File: config.mk
export PLATFORM = sky130hd
export DESIGN_NAME = axi_rd_arbiter
export DESIGN_NICKNAME = d
export VERILOG_FILES = /design/src/rtl/axi_rd_arbiter.sv
export SDC_FILE = /design/constraint.sdc
export NUM_CORES = 1
export LEC_CHECK = 0
export ABC_CLOCK_PERIOD_IN_PS = 1700
export CORE_AREA = 2 2 97 99
export DETAILED_ROUTE_END_ITERATION = 6
export DIE_AREA = 0 0 99 101
export GPL_ROUTABILITY_DRIVEN = 0
export HOLD_SLACK_MARGIN = 0.03
export PLACE_DENSITY_LB_ADDON = 0.05
export SYNTH_ARGS = -nofsm -noshare
export SYNTH_HDL_FRONTEND = slang
export SYNTH_SLANG_ARGS = --single-unit
File: constraint.sdc
create_clock -name ACLK -period 1.7 [get_ports ACLK]
set_input_delay 0.255 -clock ACLK [delete_from_list [all_inputs] [get_ports ACLK]]
set_output_delay 0.255 -clock ACLK [all_outputs]
set_load 0.02 [all_outputs]
File: src/rtl/axi_rd_arbiter.sv
// Two-master arbiter for a single AXI read-only slave port (AR + R channels).
// Optional macro ARB_RR_EN: round-robin tie break; undefined gives fixed priority to M0.
module axi_rd_arbiter #(
    parameter int ID_W   = 4,
    parameter int ADDR_W = 32,
    parameter int LEN_W  = 4,
    parameter int DATA_W = 32
) (
    input  logic              ACLK,
    input  logic              ARESET,
    // master 0
    input  logic [ID_W-1:0]   M0_ARID,
    input  logic [ADDR_W-1:0] M0_ARADDR,
    input  logic [LEN_W-1:0]  M0_ARLEN,
    input  logic              M0_ARVALID,
    output logic              M0_ARREADY,
    output logic [ID_W-1:0]   M0_RID,
    output logic [DATA_W-1:0] M0_RDATA,
    output logic [1:0]        M0_RRESP,
    output logic              M0_RLAST,
    output logic              M0_RVALID,
    input  logic              M0_RREADY,
    // master 1
    input  logic [ID_W-1:0]   M1_ARID,
    input  logic [ADDR_W-1:0] M1_ARADDR,
    input  logic [LEN_W-1:0]  M1_ARLEN,
    input  logic              M1_ARVALID,
    output logic              M1_ARREADY,
    output logic [ID_W-1:0]   M1_RID,
    output logic [DATA_W-1:0] M1_RDATA,
    output logic [1:0]        M1_RRESP,
    output logic              M1_RLAST,
    output logic              M1_RVALID,
    input  logic              M1_RREADY,
    // slave
    output logic [ID_W-1:0]   S_ARID,
    output logic [ADDR_W-1:0] S_ARADDR,
    output logic [LEN_W-1:0]  S_ARLEN,
    output logic              S_ARVALID,
    input  logic              S_ARREADY,
    input  logic [ID_W-1:0]   S_RID,
    input  logic [DATA_W-1:0] S_RDATA,
    input  logic [1:0]        S_RRESP,
    input  logic              S_RLAST,
    input  logic              S_RVALID,
    output logic              S_RREADY
);

    localparam logic [1:0] ST_IDLE = 2'd0;
    localparam logic [1:0] ST_ADDR = 2'd1;
    localparam logic [1:0] ST_DATA = 2'd2;

    logic [1:0] r_state;
    logic       r_gnt;
    logic       r_last;

    logic       w_any_req;
    logic       w_win;
    logic       w_ar_hs;
    logic       w_r_done;

    assign w_any_req = M0_ARVALID | M1_ARVALID;
    assign w_ar_hs   = S_ARVALID & S_ARREADY;
    assign w_r_done  = S_RVALID & S_RREADY & S_RLAST;

    // Winner selection for the IDLE cycle; a lone requester always wins.
    always_comb begin
        w_win = 1'b0;
        if (M0_ARVALID && M1_ARVALID) begin
`ifdef ARB_RR_EN
            w_win = ~r_last;
`else
            // r_last is still tracked in this build but plays no part in the choice
            w_win = 1'b0 & r_last;
`endif
        end else if (M1_ARVALID) begin
            w_win = 1'b1;
        end else begin
            w_win = 1'b0;
        end
    end

    // Burst ownership FSM: grant is held from AR handshake until the RLAST beat is taken.
    always_ff @(posedge ACLK or posedge ARESET) begin
        if (ARESET) begin
            r_state <= ST_IDLE;
            r_gnt   <= 1'b0;
            r_last  <= 1'b1;
        end else begin
            case (r_state)
                ST_IDLE: begin
                    if (w_any_req) begin
                        r_gnt   <= w_win;
                        r_state <= ST_ADDR;
                    end
                end
                ST_ADDR: begin
                    if (w_ar_hs) begin
                        r_state <= ST_DATA;
                    end
                end
                ST_DATA: begin
                    if (w_r_done) begin
                        r_last  <= r_gnt;
                        r_state <= ST_IDLE;
                    end
                end
                default: begin
                    r_state <= ST_IDLE;
                end
            endcase
        end
    end

    // Channel steering: only the owner sees the slave; everything else is held at zero.
    always_comb begin
        M0_ARREADY = 1'b0;
        M0_RID     = '0;
        M0_RDATA   = '0;
        M0_RRESP   = 2'b00;
        M0_RLAST   = 1'b0;
        M0_RVALID  = 1'b0;
        M1_ARREADY = 1'b0;
        M1_RID     = '0;
        M1_RDATA   = '0;
        M1_RRESP   = 2'b00;
        M1_RLAST   = 1'b0;
        M1_RVALID  = 1'b0;
        S_ARID     = '0;
        S_ARADDR   = '0;
        S_ARLEN    = '0;
        S_ARVALID  = 1'b0;
        S_RREADY   = 1'b0;
        case (r_state)
            ST_ADDR: begin
                if (r_gnt) begin
                    S_ARID     = M1_ARID;
                    S_ARADDR   = M1_ARADDR;
                    S_ARLEN    = M1_ARLEN;
                    S_ARVALID  = M1_ARVALID;
                    M1_ARREADY = S_ARREADY;
                end else begin
                    S_ARID     = M0_ARID;
                    S_ARADDR   = M0_ARADDR;
                    S_ARLEN    = M0_ARLEN;
                    S_ARVALID  = M0_ARVALID;
                    M0_ARREADY = S_ARREADY;
                end
            end
            ST_DATA: begin
                if (r_gnt) begin
                    M1_RID    = S_RID;
                    M1_RDATA  = S_RDATA;
                    M1_RRESP  = S_RRESP;
                    M1_RLAST  = S_RLAST;
                    M1_RVALID = S_RVALID;
                    S_RREADY  = M1_RREADY;
                end else begin
                    M0_RID    = S_RID;
                    M0_RDATA  = S_RDATA;
                    M0_RRESP  = S_RRESP;
                    M0_RLAST  = S_RLAST;
                    M0_RVALID = S_RVALID;
                    S_RREADY  = M0_RREADY;
                end
            end
            ST_IDLE: begin
                S_ARVALID = 1'b0;
            end
            default: begin
                S_ARVALID = 1'b0;
            end
        endcase
    end

endmodule
==> results_dict.tcl <==
set metrics [dict create \
    num_antenna_cells 0 \
    hold_buffers 0 \
    grt_max_degree 32 \
    fp.dieArea_um2 10000 \
    peakVddDrop_uv 633 \
    slew_violations 0 \
    synth_cells 202 \
    h-tree-depth 1 \
    path_clk_slew_ns 0.03 \
    avgSynthCellArea_um2 6.78 \
    initial_core_util_pct 15.3 \
    port-buffer-count 250 \
    dp_hpwl_um 6630 \
    worst_slew_pin_slew_ns 0.263 \
    hp-class "in -> async" \
    cts.sink_count 3 \
    fp.dieH_um 101 \
    hold_viol_final 0 \
    synth_seq_cells 3 \
    crit_path_end_kind "output pin" \
    synthDistinctLibCells 20 \
    whs_ns 0.210 \
    finClkSkew_ns 0.00152 \
    cts_tree "done" \
    finalNetCount 615 \
    vias 2495 \
    r2r_slack_ns 0.22 \
    setup_slack_ns -0.0686 \
    grt_pass1_vias 2480 \
    critPathMaxStageDelay_ns 0.46 \
    wl_per_cell_um 15.8 \
    final.min_clock_period_ns 1.77 \
    clock.fmax_mhz 565 \
    p_leak_nw 2.31 \
    ys_warn_count 0 \
    powerDensity_nw_per_um2 1070 \
    antenna_found_initial 0 \
    grt-ovfl-total 0 \
    wl_um 9460 \
    cts_root_buf "clkbuf_8" \
    finalCritPeriodShare_pct 104 \
    drtAntennaViolNets 0 \
    syn_nets 329 \
    violations "negative setup slack" \
    setup_viol 54 \
    timing.rr.start "r_gnt$_DFFE_PP0P_" \
    critPathTopFamily "buffers and inverters" \
    final_cell_mix "clkdlybuf4s50_1 (126), buf_6 (89), and2_4 (78)" \
    slew_headroom_pct 82.3 \
    area_growth_pct 251 \
    coreArea_um2 8980 \
    rsz0062_at_grt "true" \
    rr_endpoint "r_state[1]$_DFFE_PP0P_" \
    reg2reg_depth 5 \
    io_pins 251 \
    tns_ns -1.57 \
    status "finished with violations" \
    die_x_um 99 \
    crit_path_start_kind "flop" \
    drt_pre_antenna_iters 4 \
    grt_pass1_wl_um 12800 \
    path_cells "buf_6 -> nor2_4 -> buf_6 -> clkbuf_16 -> and2_4 -> buf_6" \
    layout_commonest_cell "clkdlybuf4s50_1" \
    layout-drive-gt1-share_pct 54.0 \
    track_usage_pct 16.2 \
    ctsLongestPathBuffers 2 \
    worstPathMaxFanout 5 \
    maxCapViolCount 0 \
    route.detailed.drc 0 \
    synth_area_um2 1370 \
    crit_buf_inv 4 \
    cts_buffers 3 \
    cp_data_required_time_ns 1.44 \
    crit_arrival_ns 1.51 \
    cp_slowest_cell "dfrtp_2" \
    rows 35 \
    place_ws_ns -0.307 \
    via_per_inst 4.17 \
    crit_top_cell "buf_6" \
    clk_latency_ns 0.22 \
    path_class "reg -> out" \
    drt_iter0_drc 44 \
    ys_seq_area_share_pct 5.48 \
]
==> power breakdown <==
part / switching (W) / leakage, nW / internal, W
clock network: 0.0000496 / 0.0228 / 0.000160
logic: 0.00231 / 2.25 / 0.00249
registers: 0.0000495 / 0.0350 / 0.000109
==> cell usage after synthesis <==
cell	count	area, um^2
dfrtp_1	3	75.1
o22ai_2	1	12.5
and3_1	1	6.26
a311oi_1	1	8.76
buf_2	9	45.0
nor3_1	2	10.0
and2_1	80	500
mux2_4	2	30.0
nand2b_4	1	13.8
clkbuf_2	8	40.0
nor2_2	1	6.26
nand2b_1	1	6.26
nor2b_1	2	12.5
nand3_1	1	5.00
a21oi_1	2	10.0
inv_1	3	11.3
nor3b_1	1	7.51
buf_6	1	11.3
mux2i_1	40	400
nor2_1	42	158
==> kinds of logic after synthesis <==
group | count (synthesis) | synth area share (%)
multiplexers | 42 | 31.4
AND/OR/NAND/NOR | 132 | 53.0
buffers and inverters | 21 | 7.85
AO/OA/AOI/OAI | 4 | 2.28
flip-flops | 3 | 5.48
==> repair_timing <==
| action | CTS | global route |
|---|---|---|
| gates resized for setup | 680 | 84 |
| cloned | 7 | 7 |
| setup buffers | 11 | 7 |
| pin swaps | 18 | 30 |
| setup endpoints to repair | 124 | 105 |
==> worst max path at each step <==
stage | startpoint | endpoint | cells after the start | slack (ns)
2_1_floorplan | r_state[1]$_DFFE_PP0P_ | M0_ARREADY | 3 | 0.19
3_3_place_gp | M1_RREADY | S_RREADY | 4 | -0.30
3_5_place_dp | M1_RREADY | S_RREADY | 4 | -0.31
4_1_cts | r_gnt$_DFFE_PP0P_ | S_RREADY | 4 | -0.14
5_1_grt | r_state[0]$_DFFE_PP0P_ | M1_RID[3] | 7 | -0.13
6_report | r_gnt$_DFFE_PP0P_ | M0_RDATA[17] | 6 | -0.07
==> sequential cells by signal, summed over array words and instances, names as in the netlist <==
name     flops
r_gnt        1
r_state      2
==> stage by stage <==
step / instance area (um^2) / cells / total power [W] / utilization, %
floorplan: 1370 / 202 / 0.00232 / -
global placement: 4140 / 568 / 0.00447 / 46.1
detailed placement: 4140 / 568 / 0.00446 / 46.1
CTS: 4550 / 590 / 0.00487 / 50.6
global route: 4810 / 598 / 0.00548 / 53.6
finish: 4810 / 598 / 0.00517 / 53.6
==> cell type report <==
cell class | count | area [um^2]
Fill cell | 869 | 4170
Timing Repair Buffer | 299 | 3140
Multi-Input combinational cell | 178 | 1400
Tap cell | 111 | 139
Sequential cell | 3 | 76.3
Clock buffer | 4 | 45.0
Inverter | 3 | 11.3
==> per-layer routing <==
layer  vias to the layer above  track usage (%)  routed length, um
met1                      1109             15.8               2900
li1                       1221                -                  -
met3                         8             5.55               1140
met5                         -                0                  0
met2                       157             32.7               5290
met4                         0             3.37                126
Power figures use the tool's default switching activity.
